[config.mk]
export PLATFORM = sky130hd
export DESIGN_NAME = instr_fetch_stage
export DESIGN_NICKNAME = d
export VERILOG_FILES = /design/src/rtl/instr_fetch_stage_pkg.sv /design/src/rtl/instr_fetch_stage_pc_reg.sv /design/src/rtl/instr_fetch_stage.sv
export SDC_FILE = /design/constraint.sdc
export NUM_CORES = 1
export LEC_CHECK = 0
export CORE_MARGIN = 1
export CORE_UTILIZATION = 37
export CTS_CLUSTER_SIZE = 8
export DETAILED_ROUTE_END_ITERATION = 6
export PLACE_DENSITY = 0.68
export RECOVER_POWER = 100
export SKIP_LAST_GASP = 1
export SLEW_MARGIN = 0
export SYNTH_ARGS = -nofsm -noshare
export SYNTH_HDL_FRONTEND = slang
export SYNTH_SLANG_ARGS = --single-unit
[constraint.sdc]
create_clock -name clk -period 5.6 [get_ports clk]
set_input_delay 1.12 -clock clk [delete_from_list [all_inputs] [get_ports clk]]
set_output_delay 1.12 -clock clk [all_outputs]
set_load 0.1 [all_outputs]
[src/rtl/instr_fetch_stage_pkg.sv]
// instr_fetch_stage_pkg: fetch constants and the rst > redirect > stall > advance priority encoding
package instr_fetch_stage_pkg;
  localparam logic [31:0] NOP_INSTR = 32'h0000_0013;
  localparam logic [31:0] RESET_PC_DEFAULT = 32'h0000_0000;
  typedef enum logic [1:0] {SEL_RESET, SEL_REDIRECT, SEL_STALL, SEL_ADVANCE} fetch_sel_e;
  function automatic fetch_sel_e fetch_sel(input logic rst, input logic redirect, input logic stall);
    return rst ? SEL_RESET : redirect ? SEL_REDIRECT : stall ? SEL_STALL : SEL_ADVANCE;
  endfunction
endpackage

[src/rtl/instr_fetch_stage_pc_reg.sv]
// fetch_pc_reg: next-fetch PC register with reset/redirect/stall/+4 mux and sticky misalign flag
module fetch_pc_reg
  import instr_fetch_stage_pkg::*;
#(
  parameter logic [31:0] RESET_PC = RESET_PC_DEFAULT
) (
  input  logic        clk,
  input  logic        rst,
  input  logic        stall,
  input  logic        redirect_valid,
  input  logic [31:0] redirect_pc,
  output logic [31:0] pc_q,
  output logic        misalign
);
  fetch_sel_e sel;
  logic [31:0] pc_d;
  logic misalign_d;
  always_comb begin
    sel = fetch_sel(rst, redirect_valid, stall);
    pc_d = sel == SEL_RESET ? RESET_PC :
           sel == SEL_REDIRECT ? {redirect_pc[31:2], 2'b00} :
           sel == SEL_STALL ? pc_q : pc_q + 32'd4;
    misalign_d = sel == SEL_RESET ? 1'b0 :
                 sel == SEL_REDIRECT ? misalign | (|redirect_pc[1:0]) : misalign;
  end
  always_ff @(posedge clk) begin
    pc_q <= pc_d;
    misalign <= misalign_d;
  end
endmodule

[src/rtl/instr_fetch_stage.sv]
// instr_fetch_stage: PC, synchronous-BRAM request tracking and IF/ID register with stall and redirect flush
module instr_fetch_stage
  import instr_fetch_stage_pkg::*;
#(
  parameter logic [31:0] RESET_PC = RESET_PC_DEFAULT,
  parameter int IMEM_ADDR_W = 14
) (
  input  logic                   clk,
  input  logic                   rst,
  input  logic                   stall_i,
  input  logic                   redirect_valid_i,
  input  logic [31:0]            redirect_pc_i,
  output logic [IMEM_ADDR_W-1:0] imem_addr_o,
  input  logic [31:0]            imem_rdata_i,
  output logic                   if_id_valid_o,
  output logic [31:0]            if_id_instr_o,
  output logic [31:0]            if_id_pc_o,
  output logic [31:0]            if_id_pc_plus4_o,
  output logic                   misalign_o
);
  logic [31:0] pc_q, req_pc_q;
  logic req_valid_q;
  fetch_sel_e sel;
  fetch_pc_reg #(.RESET_PC(RESET_PC)) u_pc (
    .clk(clk),
    .rst(rst),
    .stall(stall_i),
    .redirect_valid(redirect_valid_i),
    .redirect_pc(redirect_pc_i),
    .pc_q(pc_q),
    .misalign(misalign_o)
  );
  always_comb begin
    sel = fetch_sel(rst, redirect_valid_i, stall_i);
    imem_addr_o = stall_i ? req_pc_q[IMEM_ADDR_W+1:2] : pc_q[IMEM_ADDR_W+1:2];
  end
  always_ff @(posedge clk) begin
    if (sel == SEL_RESET) begin
      req_valid_q <= 1'b0;
      req_pc_q <= RESET_PC;
      if_id_valid_o <= 1'b0;
      if_id_instr_o <= NOP_INSTR;
      if_id_pc_o <= 32'd0;
      if_id_pc_plus4_o <= 32'd4;
    end else if (sel == SEL_REDIRECT) begin
      req_valid_q <= 1'b0;
      if_id_valid_o <= 1'b0;
      if_id_instr_o <= NOP_INSTR;
    end else if (sel == SEL_ADVANCE) begin
      req_pc_q <= pc_q;
      req_valid_q <= 1'b1;
      if_id_valid_o <= req_valid_q;
      if_id_instr_o <= req_valid_q ? imem_rdata_i : NOP_INSTR;
      if_id_pc_o <= req_pc_q;
      if_id_pc_plus4_o <= req_pc_q + 32'd4;
    end
  end
endmodule

### Word level (Yosys, flattened, before mapping)

Index checks and enable logic that the tools add are counted.
Widths: inputs -> output; s select.

* $add $sub $neg: 2
* multipliers: 0
* divide/modulo/power cells: 0
* magnitude comparators: 0
* equality and inequality tests: 4
* shifts and indexed selects: 0
* mux-type cells: 7
* bitwise operators: 2
* reduce and logical (&&, ||, !) cells: 4

Operators with widths (number)
* $mux 32: 3
* $add 32x3->32 const B: 2
* $mux 14: 1
* $eq 2x2->1 const B: 2
* $mux 2: 2
* $reduce_or 2->1: 2
* $eq 2x1->1 const B: 1
* $logic_not 2->1: 1
* $ne 2x2->1 const B: 1
* $reduce_and 2->1: 1
* $mux 1: 1
* $not 1->1: 1
* $or 1x1->1: 1

* bits in registers: 163
* latch bits: 0
* RAM bits: 0
* ROM bits: 0
* input bits: 68
* output and inout bits: 112
* word-level logic and storage cells: 28
* memories kept: 0

### Logic depth before layout (Yosys ltp)

* word-level depth: 6
* depth in mapped cells: 7
* gate-level depth less buffers: 5

### By module

From an unflattened synthesis, not the netlist that was laid out.

* cells, all modules: 920
* area, all modules: 7527.2 um^2

Modules (own cells, without submodules)
* instr_fetch_stage: instances 1, cells an instance 681, area an instance 5484.0 um^2, sequential area each 2562.5 um^2
* fetch_pc_reg: instances 1, cells an instance 239, area an instance 2043.2 um^2, sequential area each 620.6 um^2

### Worst setup path before layout

Ideal clock, no wire load.

* kind: input-to-output
* start point: input port stall_i
* end point: output port imem_addr_o[4]
* data arrival time: 2777 ps
* data required time: 4480 ps
* setup slack: 1703 ps
* cell stages on the path: 5
* buffers on the path: 3
* cell sequence: clkbuf_1 -> clkbuf_1 -> clkbuf_1 -> nand2_1 -> nand2_1

* longest elaborated chain between the ends: 1

RTL lines
* start, declared: RTL line instr_fetch_stage.sv:10 `input logic stall_i,`
* $mux 14: RTL line instr_fetch_stage.sv:35 `imem_addr_o = stall_i ? req_pc_q[IMEM_ADDR_W+1:2] : pc_q[IMEM_ADDR_W+1:2];`
* end, declared: RTL line instr_fetch_stage.sv:13 `output logic [IMEM_ADDR_W-1:0] imem_addr_o,`

No other way between the ends.

### Worst setup path in the final report

* start point: input port stall_i
* end point: output port imem_addr_o[7]

Same word-level chain as after synthesis.

==> summary.md <==
| Metric | Value |
|---|---|
| # nets final | `1005` |
| Peak Freq | `229 MHz` |
| Rel. slew slack | `-18.3%` |
| Die area | `0.0191 mm²` |
| Routed WL | `~20 mm` |
| Post-route ant nets | `0` |
| Via count | `between 6000 and 7000` |
| Crit Path Max Fanout | `18` |
| Post-synthesis sequential area ratio | `45.3%` |
| Clk_skew | `0.00860 ns` |
| Synth Cell Area | `0.00686 mm²` |
| Leak | `approximately 3.4 nW` |
| CTS Hold Buffers Added | `0` |
| PD cells | `between 200 and 300 mW/mm²` |
| Crit-path cells | `dlygate4sd3_1 > clkbuf_1 > mux2_2 > buf_4` |
| Final hold violations | `0` |
| Clk slew on worst S/H paths | `0.06 ns` |
| GRT Overall Usage | `~20%` |
| Critical path class | `in2out` |
| Total of max-cap violations | `1` |
| Ys async rst share | `0%` |
| Count leader, synth | `dfxtp_1` |
| Area grow syn2layout | `32.9%` |
| Worst Tran Pin Value | `1.77 ns` |
| Final period utilization | `77.9%` |
| Status | `finished, violations left` |
| Hold WC Path Type | `reg2reg` |
| DRT iter0 DRCs | `453` |
| Synth Warn # | `0` |
| Failing checks | `design-rule violations, max-capacitance violations, max-slew violations` |
| Synth cell types | `69` |
| Grt ovf | `0` |
| Fin. max-slew vios | `32` |
| DPL Wire Length | `13.6 mm` |
| Die Wd | `138 µm` |
| Syn Area/Cell | `about 8.5 µm²` |
| CTS tree | `built` |
| DRT Pass-1 Iters | `7` |
| Reg area | `0.00310 mm²` |
| Layout cell share with drive strength beyond 1 | `8.13%` |
| Area of the multi-input gates | `0.00334 mm²` |
| Antenna Cells | `0` |
| CP bufs+invs | `3` |
| Top cells by area, synth | `dfxtp_1 (45%), nand2_1 (8.1%), o21ai_0 (6.9%)` |
| Filler instances | `about 1700` |
| CTS buffer count | `17` |
| Most frequent cells after synthesis | `dfxtp_1 (155), nand2_1 (148), o21ai_0 (94)` |
| Row cnt | `49` |
| CP endpoint kind | `output port` |
| Synthesis-stage register bit count | `155` |
| Setup violators final | `0` |
| Io pins | `180` |
| CP delay by family, top | `buffers and inverters` |
| Routed len/inst | `~17 µm` |
| Vias in the first global route | `5703` |
| Post-synth EDFFs | `0` |
| Fin crit period | `4.36 ns` |
| Core Util, Final | `a little over 50%` |
| CP max-delay cell | `dlygate4sd3_1` |
| First-pass GRT wire length | `31.2 mm` |
| Residual DRC | `14` |
| Via-to-Cell Ratio | `roughly 5.4` |
| Root buf cell | `clkbuf_16` |
| H-tree levels | `4` |
| Setup Buffers After CTS | `0` |
| Maximum vdd ir drop | `215 µV` |
| Initial antenna violation count | `0` |
| Sink Count | `155` |
| Area leader, netlist | `dfxtp_1` |
| Post-Syn Instances | `803` |
| Hold slack | `0.446 ns` |
| Worst path arrival time | `3.24 ns` |
| Crit path largest cell delay | `0.94 ns` |
| Initial Utilization | `37.9%` |
| CP Data Required Time | `4.48 ns` |
| RD Place Congestion | `between 0.8 and 0.9` |
| Core Box Area | `between 0.015 and 0.02 mm²` |
| Synth top area share | `between 40% and 50%` |
| Largest net degree at the start of global routing | `90` |
| Crit start category | `primary input` |
| Post_cts resized | `0` |
| Clk Latency, worst-skew pair | `0.42 ns` |
| Main synth FF type | `dfxtp_1` |
| Die Height | `138 µm` |
| RSZ-0062 raised after global routing | `false` |
| Clk buf depth | `2` |
| Total power | `2.67 mW` |
| Number of I/O port buffers | `175` |
| Setup TNS | `0 ns` |
## stage by stage
stage / setup slack, ns / area (µm²) / instances
6_report: 1.24 / 9110 / 1176
5_1_grt: 1.10 / 9110 / 1176
4_1_cts: 1.57 / 9130 / 1176
3_5_place_dp: 1.57 / 8550 / 1145
3_3_place_gp: 1.59 / 8550 / 1145
2_1_floorplan: 1.70 / 6870 / 806
## final cells by class
class / instances / share of cell area (%)
clock buffers: 22 / 5.43
clock inverters: 9 / 0.934
inverters: 9 / 0.371
multi-input cells: 568 / 36.7
flip-flops and latches: 155 / 34.1
well taps: 229 / 3.15
repair buffers: 184 / 19.4
## worst register-to-register path: stages (launching register included)
cell and delay [ns]:
dfxtp_1 0.53, nand3_1 0.39, or3_1 0.70, or4_1 0.57
a31oi_1 0.16
## placed cells by master, fill, tap and decap left out, types with 17 or more instances in the layout
| cell | count |
|---|---|
| dlygate4sd3_1 | 96 |
| dfxtp_1 | 155 |
| clkdlybuf4s50_1 | 65 |
| a22o_1 | 29 |
| nand3_1 | 29 |
| nor2_1 | 31 |
| o31ai_1 | 18 |
| o21ai_0 | 94 |
| nand4_1 | 18 |
| clkbuf_16 | 17 |
| nand2_1 | 148 |
| buf_4 | 17 |
## cell families (layout without fill, tap and decap cells)
family	after synthesis	in the layout	share of synthesized area, %
xor+xnor	21	21	2.68
fa+ha+maj	2	2	0.365
simple gates	320	320	23.3
buf+inv	83	224	6.21
mux	14	14	2.28
other cells	1	4	0.0547
flops	155	155	45.3
compound gates	207	207	19.8
## routing by layer
metal / wire, µm / part of all wire, % / GRT usage (%) / vias up
li1: - / - / - / 3168
met1: 9280 / 47 / 28.0 / 2982
met2: 8830 / 45 / 31.6 / 221
met3: 1030 / 5.2 / 4.30 / 36
met4: 429 / 2.2 / 7.27 / 0
met5: 0 / 0 / 0 / -
## worst paths after layout
check	from	endpoint	slack [ns]	depth (start not counted)
worst max register to register	req_pc_q[4]	if_id_pc_plus4_o[19]	3.18	4
worst max-delay path	stall_i	imem_addr_o[7]	1.24	4
worst min-delay path	u_pc.misalign	u_pc.misalign	0.45	2
worst min register to register	u_pc.misalign	u_pc.misalign	0.45	2
## registers in the layout, indices dropped and copies added, names as in the netlist
signal	count
if_id_pc_o	30
u_pc.misalign	1
u_pc.pc_q	30
if_id_instr_o	32
req_valid_q	1
if_id_valid_o	1
if_id_pc_plus4_o	30
req_pc_q	30
## power by group
part,internal [mW],leakage (nW),switching (mW)
Sequential,1.14,1.26,0.0528
Combinational,0.108,1.84,0.247
Clock,0.669,0.281,0.459
Total,1.92,3.38,0.759
Power figures use the tool's default switching activity.
